## src/rtl/risc_pkg.sv

```systemverilog
// Shared RISC definitions: opcodes, control-FSM state encodings, mux selects
// and the opcode-driven datapath select decode.
package risc_pkg;

  localparam int unsigned OPCODE_W = 4;

  localparam logic [OPCODE_W-1:0] OP_LI  = 4'b1000;
  localparam logic [OPCODE_W-1:0] OP_LW  = 4'b1001;
  localparam logic [OPCODE_W-1:0] OP_SW  = 4'b1010;
  localparam logic [OPCODE_W-1:0] OP_BZ  = 4'b1011;
  localparam logic [OPCODE_W-1:0] OP_BNZ = 4'b1100;
  localparam logic [OPCODE_W-1:0] OP_JAL = 4'b1101;
  localparam logic [OPCODE_W-1:0] OP_J   = 4'b1110;
  localparam logic [OPCODE_W-1:0] OP_JR  = 4'b1111;

  typedef enum logic [2:0] {
    ST_IDLE   = 3'b000,
    ST_FETCH1 = 3'b001,
    ST_FETCH2 = 3'b010,
    ST_EXEC1  = 3'b011,
    ST_EXEC2  = 3'b100,
    ST_HALT   = 3'b101,
    ST_ERR    = 3'b110
  } state_t;

  localparam logic [1:0] DATA_SEL_0 = 2'b00;
  localparam logic [1:0] DATA_SEL_1 = 2'b01;
  localparam logic [1:0] DATA_SEL_2 = 2'b10;
  localparam logic [1:0] OPB_SEL_0  = 2'b00;
  localparam logic [1:0] OPB_SEL_1  = 2'b01;
  localparam logic [1:0] OPB_SEL_2  = 2'b10;
  localparam logic [1:0] OPB_SEL_3  = 2'b11;

  typedef struct packed {
    logic       pc_rst;
    logic       pc_wrt;
    logic       ir_wrt;
    logic       addr_sel;
    logic       rega_sel;
    logic       reg_wrt;
    logic       opa_sel;
    logic       re;
    logic       we;
    logic [1:0] data_sel;
    logic [1:0] opb_sel;
    logic [2:0] alu_sel;
  } ctrl_t;

  // Mux selects the opcode asks for from decode onward; strobes stay 0 here.
  function automatic ctrl_t base_sel(logic [OPCODE_W-1:0] op);
    ctrl_t c;
    c = '0;
    case (op)
      OP_LI: c.opb_sel = OPB_SEL_3;
      OP_LW, OP_SW: begin
        c.addr_sel = 1'b1;
        c.data_sel = DATA_SEL_1;
      end
      OP_BZ, OP_BNZ: begin
        c.rega_sel = 1'b1;
        c.opa_sel  = 1'b1;
        c.data_sel = DATA_SEL_2;
        c.opb_sel  = OPB_SEL_3;
      end
      OP_JAL: begin
        c.opa_sel  = 1'b1;
        c.data_sel = DATA_SEL_2;
        c.opb_sel  = OPB_SEL_3;
      end
      OP_J: begin
        c.opa_sel  = 1'b1;
        c.data_sel = DATA_SEL_1;
        c.opb_sel  = OPB_SEL_3;
      end
      OP_JR: begin
        c.data_sel = DATA_SEL_1;
        c.opb_sel  = OPB_SEL_1;
      end
      default: begin
        c.data_sel = DATA_SEL_1;
        c.alu_sel  = op[2:0];
      end
    endcase
    return c;
  endfunction

endpackage

```

## src/rtl/ctrl_unit_mc_if.sv

```systemverilog
// Datapath-facing bundle of the multi-cycle control unit: IR/regfile/memory
// inputs plus every datapath mux select and write strobe.
interface ctrl_unit_mc_if #(
  parameter int unsigned DATA_W = 16
);
  logic [3:0]        opcode;
  logic [DATA_W-1:0] rega_data;
  logic              mem_rdy;
  logic              pc_rst;
  logic              pc_wrt;
  logic              ir_wrt;
  logic              addr_sel;
  logic              rega_sel;
  logic              reg_wrt;
  logic              opa_sel;
  logic              re;
  logic              we;
  logic [1:0]        data_sel;
  logic [1:0]        opb_sel;
  logic [2:0]        alu_sel;

  modport master (
    input  opcode, rega_data, mem_rdy,
    output pc_rst, pc_wrt, ir_wrt, addr_sel, rega_sel, reg_wrt, opa_sel,
           re, we, data_sel, opb_sel, alu_sel
  );

  modport slave (
    output opcode, rega_data, mem_rdy,
    input  pc_rst, pc_wrt, ir_wrt, addr_sel, rega_sel, reg_wrt, opa_sel,
           re, we, data_sel, opb_sel, alu_sel
  );
endinterface

```

## src/rtl/mem_wait_timer.sv

```systemverilog
// Counts consecutive not-ready cycles of a memory access and flags expiry
// on the cycle the count has reached TIMEOUT with the memory still not ready.
module mem_wait_timer #(
  parameter int unsigned TIMEOUT = 15
) (
  input  logic clk,
  input  logic reset_n,
  input  logic clear,
  input  logic waiting,
  input  logic mem_rdy,
  output logic expired
);
  localparam int unsigned CNT_W = (TIMEOUT > 0) ? $clog2(TIMEOUT + 1) : 1;

  logic [CNT_W-1:0] cnt;

  always_ff @(posedge clk or negedge reset_n) begin
    if (!reset_n)                cnt <= '0;
    else if (clear)              cnt <= '0;
    else if (waiting && !mem_rdy) cnt <= cnt + CNT_W'(1);
  end

  // A ready memory on the expiry cycle still completes the access.
  assign expired = (TIMEOUT != 32'd0) && waiting && !mem_rdy &&
                   (cnt == CNT_W'(TIMEOUT));
endmodule

```

## src/rtl/ctrl_unit_mc.sv

```systemverilog
// Multi-cycle control unit: FETCH1/FETCH2/EXEC1/EXEC2 sequencing with memory
// wait states, bus timeout, halt/resume and a retired-instruction counter.
module ctrl_unit_mc
  import risc_pkg::*;
#(
  parameter int unsigned DATA_W  = 16,
  parameter int unsigned TIMEOUT = 15,
  parameter int unsigned CNT_W   = 16
) (
  input  logic             clk,
  input  logic             reset_n,
  ctrl_unit_mc_if.master   dp,
  input  logic             halt_req,
  output logic [2:0]       state,
  output logic             instr_done,
  output logic             halted,
  output logic             bus_err,
  output logic [CNT_W-1:0] retired
);
  state_t state_q, state_d;
  ctrl_t  base, ctl;
  logic   mem_op, waiting, expired, zero, wait_clr;

  assign mem_op   = (dp.opcode == OP_LW) || (dp.opcode == OP_SW);
  assign waiting  = (state_q == ST_FETCH1) || ((state_q == ST_EXEC1) && mem_op);
  assign zero     = (dp.rega_data == DATA_W'(0));
  assign wait_clr = (state_d != state_q);

  mem_wait_timer #(.TIMEOUT(TIMEOUT)) u_wait_timer (
    .clk     (clk),
    .reset_n (reset_n),
    .clear   (wait_clr),
    .waiting (waiting),
    .mem_rdy (dp.mem_rdy),
    .expired (expired)
  );

  always_ff @(posedge clk or negedge reset_n) begin
    if (!reset_n) state_q <= ST_IDLE;
    else          state_q <= state_d;
  end

  always_comb begin
    state_d = state_q;
    case (state_q)
      ST_IDLE:   state_d = ST_FETCH1;
      ST_FETCH1: begin
        if (dp.mem_rdy)   state_d = ST_FETCH2;
        else if (expired) state_d = ST_ERR;
      end
      ST_FETCH2: state_d = ST_EXEC1;
      ST_EXEC1: begin
        if (!mem_op || dp.mem_rdy) state_d = ST_EXEC2;
        else if (expired)          state_d = ST_ERR;
      end
      ST_EXEC2:  state_d = halt_req ? ST_HALT : ST_FETCH1;
      ST_HALT:   if (!halt_req) state_d = ST_FETCH1;
      ST_ERR:    state_d = ST_ERR;
      default:   state_d = ST_IDLE;
    endcase
  end

  // Datapath controls from current state and opcode.
  always_comb begin
    base = base_sel(dp.opcode);
    ctl  = '0;
    case (state_q)
      ST_IDLE: ctl.pc_rst = 1'b1;
      ST_FETCH1: begin
        ctl.re       = 1'b1;
        ctl.opa_sel  = 1'b1;
        ctl.data_sel = DATA_SEL_1;
        ctl.opb_sel  = OPB_SEL_2;
        ctl.ir_wrt   = dp.mem_rdy;
      end
      ST_FETCH2: begin
        ctl         = base;
        ctl.pc_wrt  = 1'b1;
        ctl.reg_wrt = (dp.opcode == OP_JAL);
      end
      ST_EXEC1, ST_EXEC2: begin
        ctl = base;
        if (dp.opcode >= OP_BZ) ctl.data_sel = DATA_SEL_1;
        if (state_q == ST_EXEC1) begin
          ctl.re = (dp.opcode == OP_LW);
          ctl.we = (dp.opcode == OP_SW);
        end else begin
          if (!dp.opcode[3]) begin
            ctl.reg_wrt  = 1'b1;
            ctl.data_sel = DATA_SEL_2;
          end
          case (dp.opcode)
            OP_LI, OP_LW:      ctl.reg_wrt = 1'b1;
            OP_BZ:             ctl.pc_wrt  = zero;
            OP_BNZ:            ctl.pc_wrt  = !zero;
            OP_JAL, OP_J, OP_JR: ctl.pc_wrt = 1'b1;
            default: ;
          endcase
        end
      end
      default: ;
    endcase
  end

  always_ff @(posedge clk or negedge reset_n) begin
    if (!reset_n)                retired <= '0;
    else if (state_q == ST_EXEC2) retired <= retired + CNT_W'(1);
  end

  assign dp.pc_rst   = ctl.pc_rst;
  assign dp.pc_wrt   = ctl.pc_wrt;
  assign dp.ir_wrt   = ctl.ir_wrt;
  assign dp.addr_sel = ctl.addr_sel;
  assign dp.rega_sel = ctl.rega_sel;
  assign dp.reg_wrt  = ctl.reg_wrt;
  assign dp.opa_sel  = ctl.opa_sel;
  assign dp.re       = ctl.re;
  assign dp.we       = ctl.we;
  assign dp.data_sel = ctl.data_sel;
  assign dp.opb_sel  = ctl.opb_sel;
  assign dp.alu_sel  = ctl.alu_sel;

  assign state      = state_q;
  assign instr_done = (state_q == ST_EXEC2);
  assign halted     = (state_q == ST_HALT);
  assign bus_err    = (state_q == ST_ERR);
endmodule

```

## src/flat_wrapper.sv

```systemverilog
// flat-port wrapper written by rule: the top's interface ports become plain ports
module ctrl_unit_mc_flat import risc_pkg::*;
#(
  parameter int unsigned DATA_W  = 16,
  parameter int unsigned TIMEOUT = 15,
  parameter int unsigned CNT_W   = 16
)
  (clk, reset_n, halt_req, state, instr_done, halted, bus_err, retired, dp_opcode, dp_rega_data, dp_mem_rdy, dp_pc_rst, dp_pc_wrt, dp_ir_wrt, dp_addr_sel, dp_rega_sel, dp_reg_wrt, dp_opa_sel, dp_re, dp_we, dp_data_sel, dp_opb_sel, dp_alu_sel);
  ctrl_unit_mc_if #(.DATA_W(DATA_W)) dp_i ();
  input  logic clk;
  input  logic reset_n;
  input  logic halt_req;
  output logic [2:0] state;
  output logic instr_done;
  output logic halted;
  output logic bus_err;
  output logic [CNT_W-1:0] retired;
  input wire logic [$bits(dp_i.opcode)-1:0] dp_opcode;
  input wire logic [$bits(dp_i.rega_data)-1:0] dp_rega_data;
  input wire logic [$bits(dp_i.mem_rdy)-1:0] dp_mem_rdy;
  output wire logic [$bits(dp_i.pc_rst)-1:0] dp_pc_rst;
  output wire logic [$bits(dp_i.pc_wrt)-1:0] dp_pc_wrt;
  output wire logic [$bits(dp_i.ir_wrt)-1:0] dp_ir_wrt;
  output wire logic [$bits(dp_i.addr_sel)-1:0] dp_addr_sel;
  output wire logic [$bits(dp_i.rega_sel)-1:0] dp_rega_sel;
  output wire logic [$bits(dp_i.reg_wrt)-1:0] dp_reg_wrt;
  output wire logic [$bits(dp_i.opa_sel)-1:0] dp_opa_sel;
  output wire logic [$bits(dp_i.re)-1:0] dp_re;
  output wire logic [$bits(dp_i.we)-1:0] dp_we;
  output wire logic [$bits(dp_i.data_sel)-1:0] dp_data_sel;
  output wire logic [$bits(dp_i.opb_sel)-1:0] dp_opb_sel;
  output wire logic [$bits(dp_i.alu_sel)-1:0] dp_alu_sel;
  assign dp_i.opcode = dp_opcode;
  assign dp_i.rega_data = dp_rega_data;
  assign dp_i.mem_rdy = dp_mem_rdy;
  assign dp_pc_rst = dp_i.pc_rst;
  assign dp_pc_wrt = dp_i.pc_wrt;
  assign dp_ir_wrt = dp_i.ir_wrt;
  assign dp_addr_sel = dp_i.addr_sel;
  assign dp_rega_sel = dp_i.rega_sel;
  assign dp_reg_wrt = dp_i.reg_wrt;
  assign dp_opa_sel = dp_i.opa_sel;
  assign dp_re = dp_i.re;
  assign dp_we = dp_i.we;
  assign dp_data_sel = dp_i.data_sel;
  assign dp_opb_sel = dp_i.opb_sel;
  assign dp_alu_sel = dp_i.alu_sel;
  ctrl_unit_mc #(.DATA_W(DATA_W), .TIMEOUT(TIMEOUT), .CNT_W(CNT_W)) u_core (.clk(clk), .reset_n(reset_n), .dp(dp_i), .halt_req(halt_req), .state(state), .instr_done(instr_done), .halted(halted), .bus_err(bus_err), .retired(retired));
endmodule
```

## config.mk

```make
export PLATFORM = sky130hd
export DESIGN_NAME = ctrl_unit_mc_flat
export DESIGN_NICKNAME = d
export VERILOG_FILES = /design/src/rtl/risc_pkg.sv /design/src/rtl/ctrl_unit_mc_if.sv /design/src/rtl/mem_wait_timer.sv /design/src/rtl/ctrl_unit_mc.sv /design/src/flat_wrapper.sv
export SDC_FILE = /design/constraint.sdc
export NUM_CORES = 1
export LEC_CHECK = 0
export BUFFER_PORTS_ARGS = -buffer_cell sky130_fd_sc_hd__buf_2
export CAP_MARGIN = 20
export CORE_UTILIZATION = 43
export DETAILED_ROUTE_END_ITERATION = 10
export PLACE_DENSITY = 0.74
export SLEW_MARGIN = 15
export SYNTH_ARGS = -nofsm -noshare
export SYNTH_HDL_FRONTEND = slang
export SYNTH_HIERARCHICAL = 1
export SYNTH_SLANG_ARGS = --single-unit
```

## constraint.sdc

```tcl
create_clock -name clk -period 2.4 [get_ports clk]
set_input_delay 0.24 -clock clk [delete_from_list [all_inputs] [get_ports clk]]
set_output_delay 0.24 -clock clk [all_outputs]
set_load 0.02 [all_outputs]
```

==> impl_metrics.ini, run 1 <==
[global_routing]
grt_antenna_before_repair = 0
grt.total_usage_pct = 19.9
grt_pass1_vias = 1325
grt_max_degree = 24
grt_pass1_wl_um = 5620
gr-total-overflow = 0

[setup_path]
endpoint_kind = output pin
crit_family = simple AND/OR/NAND/NOR gates
path_class = reg -> out
slowest_delay_ns = 0.52
critPathMaxFanout = 8
path_buf_inv = 1
cpMaxStageDelayCell = or4_1
crit_path_cell_trace = or3b_4, or4_1, o311ai_1, buf_2
cp-start-kind = register
arrival_ns = 2.06
worst_ep_required_time_ns = 2.16

[cts]
cts_tree = built
cts_root_buf = clkbuf_4
cts_max_path_buffers = 2
cts_inserted_buffers = 3
clk_pin_slew_ns = 0.13
insertion_delay_ns = 0.31
cts_max_level = 1
cts_sinks = 23

[detailed_routing]
drt-initial-drc-count = 67
ant_nets = 0
drt-pass1-iter-count = 4
drc = 0
vias = 1486
viasPerCell = 5.21
routed_wl_um = 3560
wire_per_inst_um = 12.5

[status]
status = complete, no violations

[power_and_ir_drop]
p_per_area_nw_per_um2 = 850
ir_drop_v = 0.000545
power.leakage_nw = 0.978

[placed_design]
post-dp-hpwl_um = 2680
place_ws_ns = 0.0372
finalWeightedCongestion = 0.842
numPortBuffers = 61
place_area_um2 = 1880

[die]
num_rows = 21
io_pins = 62
die_h_um = 61.1
dieWidth_um = 61.1
initial_utilization_pct = 45.1
design.core.area_um2 = 3340
dieArea_um2 = 3740

[sta]
worst_slack_ns = 0.101
period_share_pct = 95.8
setup_viol = 0
rsz0062_at_grt = false
finClkSkew_ns = 0.0167
maxSlewViolCount = 0
tns_ns = 0
hold_viol = 0
fmax_mhz = 435
fin_crit_ns = 2.30
worst_pin_slew_ns = 0.503
slew_headroom_pct = 66.5

[cells_and_area]
layout.nets = 266
diodes = 0
fin_area_um2 = 1950
area_delta_synth_final_pct = 29.7
drive_above_1_share_pct = 35.6
fillers = 316

[logic_synthesis]
ys.flop_type = dfrtp_1
synth_area_um2 = 1500
yosysSeqAreaShare_pct = 38.3
synthCells = 171
synth_seq_cells = 23
ys_async_sr_fraction_pct = 100
yosysUniqueCellTypes = 45
ys_warn_count = 6
syn_avg_cell_area_um2 = 8.79
syn-num-nets = 197
synth_edf_count = 0

[flow_run]
cap_violations = 0

[min_path]
hold_class = in -> reg
[worst paths after layout]
check                              startpoint                         end  slack [ns]  cells after the start
hold reg to reg            u_core/retired[15]          u_core/retired[15]        0.47                      1
max in group asynchronous             reset_n           u_core/retired[6]        1.64                      2
setup reg to reg              u_core/state[2]  u_core/u_wait_timer/cnt[3]        0.18                     10
hold / removal                       halt_req             u_core/state[2]        0.31                      3
setup / recovery              u_core/state[1]                   dp_pc_wrt        0.10                      4
min in group asynchronous             reset_n           u_core/retired[8]        0.41                      2
[area by class of cell]
class | instances | area, µm² | area share [%]
multi-input combinational | 133 | 853 | 43.7
sequential | 23 | 576 | 29.5
timing repair buffer | 76 | 424 | 21.7
tap | 46 | 57.6 | 2.95
clock buffer | 3 | 22.5 | 1.15
inverter | 3 | 12.5 | 0.641
clock inverter | 1 | 5.00 | 0.257
[metal layers]
layer / wire length (µm) / GRT usage (%) / vias to the layer above / part of all wire (%)
met1: 1660 / 27.1 / 672 / 47
met3: 213 / 3.78 / 0 / 6.0
met5: 0 / 0 / - / 0
met4: 0 / 6.17 / 0 / 0
li1: - / - / 749 / -
met2: 1680 / 31.8 / 65 / 47
[placed cells by master (no fill, tap or decap), drive strengths merged, types with 5 or more instances in the layout]
master and instances:
xnor2 16, nand3 6, a21oi 10, buf 75, nand4 8, nor2 18, nor2b 5, dfrtp 23
o21ai 5, nand2 13, nor3 6, and4 5
[kinds of logic (layout without fill, tap and decap cells)]
logic type      Yosys count  in the layout  share of synthesized area [%]
fa+ha+maj                 2              2                           1.66
flops                    23             23                           38.3
mux                       2              2                           1.41
compound gates           28             28                           11.6
simple gates             82             82                           30.5
buf+inv                  15             83                           5.41
xor+xnor                 19             19                           11.1
[sequential cells by signal, summed over array words and instances (netlist names)]
register	count
u_core/u_wait_timer/cnt	4
u_core/retired	16
u_core/state	3
[worst min-delay path: stages]
cell,delay (ns)
buf_2,0.09
a21oi_1,0.06
o221ai_1,0.19
[stage by stage]
| step | total power, mW | cells | util (%) | hold slack, ns |
|---|---|---|---|---|
| after floorplan | 1.16 | 171 | - | -0.0556 |
| after global placement | 1.44 | 277 | 56.5 | 0.231 |
| after detailed placement | 1.45 | 277 | 56.5 | 0.236 |
| after CTS | 1.63 | 282 | 57.7 | 0.284 |
| after global routing | 1.78 | 285 | 58.5 | 0.328 |
| final | 1.66 | 285 | 58.5 | 0.310 |
[cell usage after synthesis (2+ instances only)]
master,number,area [µm²]
o211ai_1,3,22.5
and4_1,3,26.3
clkbuf_1,7,26.3
nor3b_1,3,22.5
xnor2_1,16,140
xor2_1,3,26.3
nand3_1,6,30.0
nor4_1,4,25.0
o21ai_0,5,25.0
nand4_1,8,50.1
a21oi_1,10,50.1
nor2b_1,4,25.0
nor3_1,6,30.0
nand3b_1,2,15.0
buf_6,3,33.8
nor2_1,18,67.6
nand2_1,13,48.8
and3_1,2,12.5
dfrtp_1,23,576
inv_1,2,7.51
and2_1,4,25.0
ha_1,2,25.0
o22ai_1,2,12.5
[power breakdown]
part | total [mW] | internal [mW] | switching [mW]
registers | 0.530 | 0.448 | 0.0824
logic | 0.954 | 0.377 | 0.577
clock network | 0.173 | 0.0621 | 0.111
total | 1.66 | 0.887 | 0.770
[what timing repair did]
| item | in CTS | in global routing |
|---|---|---|
| hold buffers | 1 | 0 |
| gates resized for setup | 1 | 1 |
| buffers inserted | 0 | 3 |
| endpoints found under the setup margin | 1 | 1 |
| endpoints found under the hold margin | 23 | 0 |
Note: power is estimated with default switching activity, not from simulation.
==> inputs of run 2 (changes only) <==
==> constraint.sdc (replaced) <==
create_clock -name clk -period 2.4 [get_ports clk]
set_input_delay 0.24 -clock clk [delete_from_list [all_inputs] [get_ports clk]]
set_output_delay 0.24 -clock clk [all_outputs]
set_load 0.01 [all_outputs]
==> impl_metrics.ini, run 2 (synthesis gave the netlist of run 1 again) <==
[die]
design.core.area_um2 = 3340
die_h_um = 61.1
dieArea_um2 = 3740
initial_utilization_pct = 45.1
io_pins = 62
num_rows = 21
dieWidth_um = 61.1

[setup_path]
slowest_delay_ns = 0.51
cp-endpoint = dp_pc_wrt
cp-start-kind = register
path_class = reg -> out
path_depth = 5
rr_startpoint = u_core/state[2]
cpMaxStageDelayCell = or4_1
rrSetupSlack_ns = 0.18
crit_path_cell_trace = buf_6, or3b_4, or4_1, o311ai_1, buf_2
cp-startpoint = u_core/state[2]
endpoint_kind = output pin
critPathMaxFanout = 6
crit_family = simple AND/OR/NAND/NOR gates
arrival_ns = 2.00
path_buf_inv = 2
worst_ep_required_time_ns = 2.16
worstRegToRegCells = 10
r2r_end = u_core/u_wait_timer/cnt[3]

[cells_and_area]
mostFrequentLayoutCells = 61 x buf_2, 23 x dfrtp_1, 18 x nor2_1
ff_latch_area_um2 = 576
mostFrequentLayoutCell = buf_2
drive_above_1_share_pct = 35.8
area_delta_synth_final_pct = 30.2
fin_area_um2 = 1960
largest_reg_flops = 16
regMostFlops = u_core/retired
fillers = 322
utilization_pct = 58.7
multiInputGateArea_um2 = 853
layout.nets = 267
diodes = 0
stdcell_count = 286

[sta]
slew_headroom_pct = 67.7
whs_ns = 0.325
worst_slack_ns = 0.161
setup_viol = 0
period_share_pct = 93.3
fin_crit_ns = 2.24
worst_pin_slew_ns = 0.484
rsz0062_at_grt = false
fmax_mhz = 447
hold_viol = 0
tns_ns = 0
finClkSkew_ns = 0.00864
maxSlewViolCount = 0

[detailed_routing]
ant_nets = 0
wire_per_inst_um = 12.4
routed_wl_um = 3540
drc = 0
viasPerCell = 5.27
drt-pass1-iter-count = 4
drt-initial-drc-count = 68
vias = 1508

[cts]
clk_pin_slew_ns = 0.12
cts_max_path_buffers = 2
cts_root_buf = clkbuf_4
cts_tree = built
insertion_delay_ns = 0.30
cts_max_level = 1
cts_inserted_buffers = 3
cts_sinks = 23

[flow_run]
cap_violations = 0

[placed_design]
numPortBuffers = 61
finalWeightedCongestion = 0.852
post-dp-hpwl_um = 2670
place_ws_ns = 0.0224
place_area_um2 = 1890
placedCellCount = 278

[status]
status = complete, no violations

[global_routing]
grt_pass1_wl_um = 5720
grt_max_degree = 24
grt_antenna_before_repair = 0
grt.total_usage_pct = 20.2
gr-total-overflow = 0
grt_pass1_vias = 1304

[power_and_ir_drop]
ir_drop_v = 0.000320
finalPower_mw = 1.53
power.leakage_nw = 0.983
p_per_area_nw_per_um2 = 779

[min_path]
hold_class = in -> reg
## run 2: cell type report
type | count | share of cell area, %
Multi-Input combinational cell | 133 | 43.6
Tap cell | 46 | 2.94
Clock inverter | 1 | 0.256
Inverter | 3 | 0.639
Sequential cell | 23 | 29.4
Clock buffer | 3 | 1.15
Timing Repair Buffer | 77 | 22.0
## run 2: tightest hold or removal path, delay by kind of cell
kind	cells	cell delay (ns)
compound gates	2	0.25
buf+inv	1	0.10
## run 2: layer usage
layer	GRT usage [%]	share of wire [%]	up-vias
li1	-	-	749
met1	25.9	46	709
met2	35.2	50	50
met3	2.31	4.6	0
met4	6.82	0	0
met5	0	0	-
## run 2: repair_timing
item | CTS | global route
endpoints found under the setup margin | 1 | 1
setup buffers | 0 | 3
hold buffers | 1 | 0
gates resized for setup | 1 | 1
hold endpoints to repair | 23 | 0
## run 2: power breakdown
part | internal (mW) | total [mW] | switching (mW)
Clock | 0.0621 | 0.171 | 0.109
Combinational | 0.377 | 0.836 | 0.459
Sequential | 0.448 | 0.519 | 0.0713
Total | 0.887 | 1.53 | 0.640
## run 2: worst min path at each step
stage,startpoint,endpoint,slack (ns),depth (start not counted)
5_1_grt,dp_mem_rdy,u_core/state[1],0.34,3
3_5_place_dp,reset_n,u_core/retired[5],0.23,1
3_3_place_gp,reset_n,u_core/retired[4],0.23,1
2_1_floorplan,reset_n,u_core/retired[0],-0.06,0
6_report,halt_req,u_core/state[2],0.32,3
4_1_cts,halt_req,u_core/state[2],0.31,3
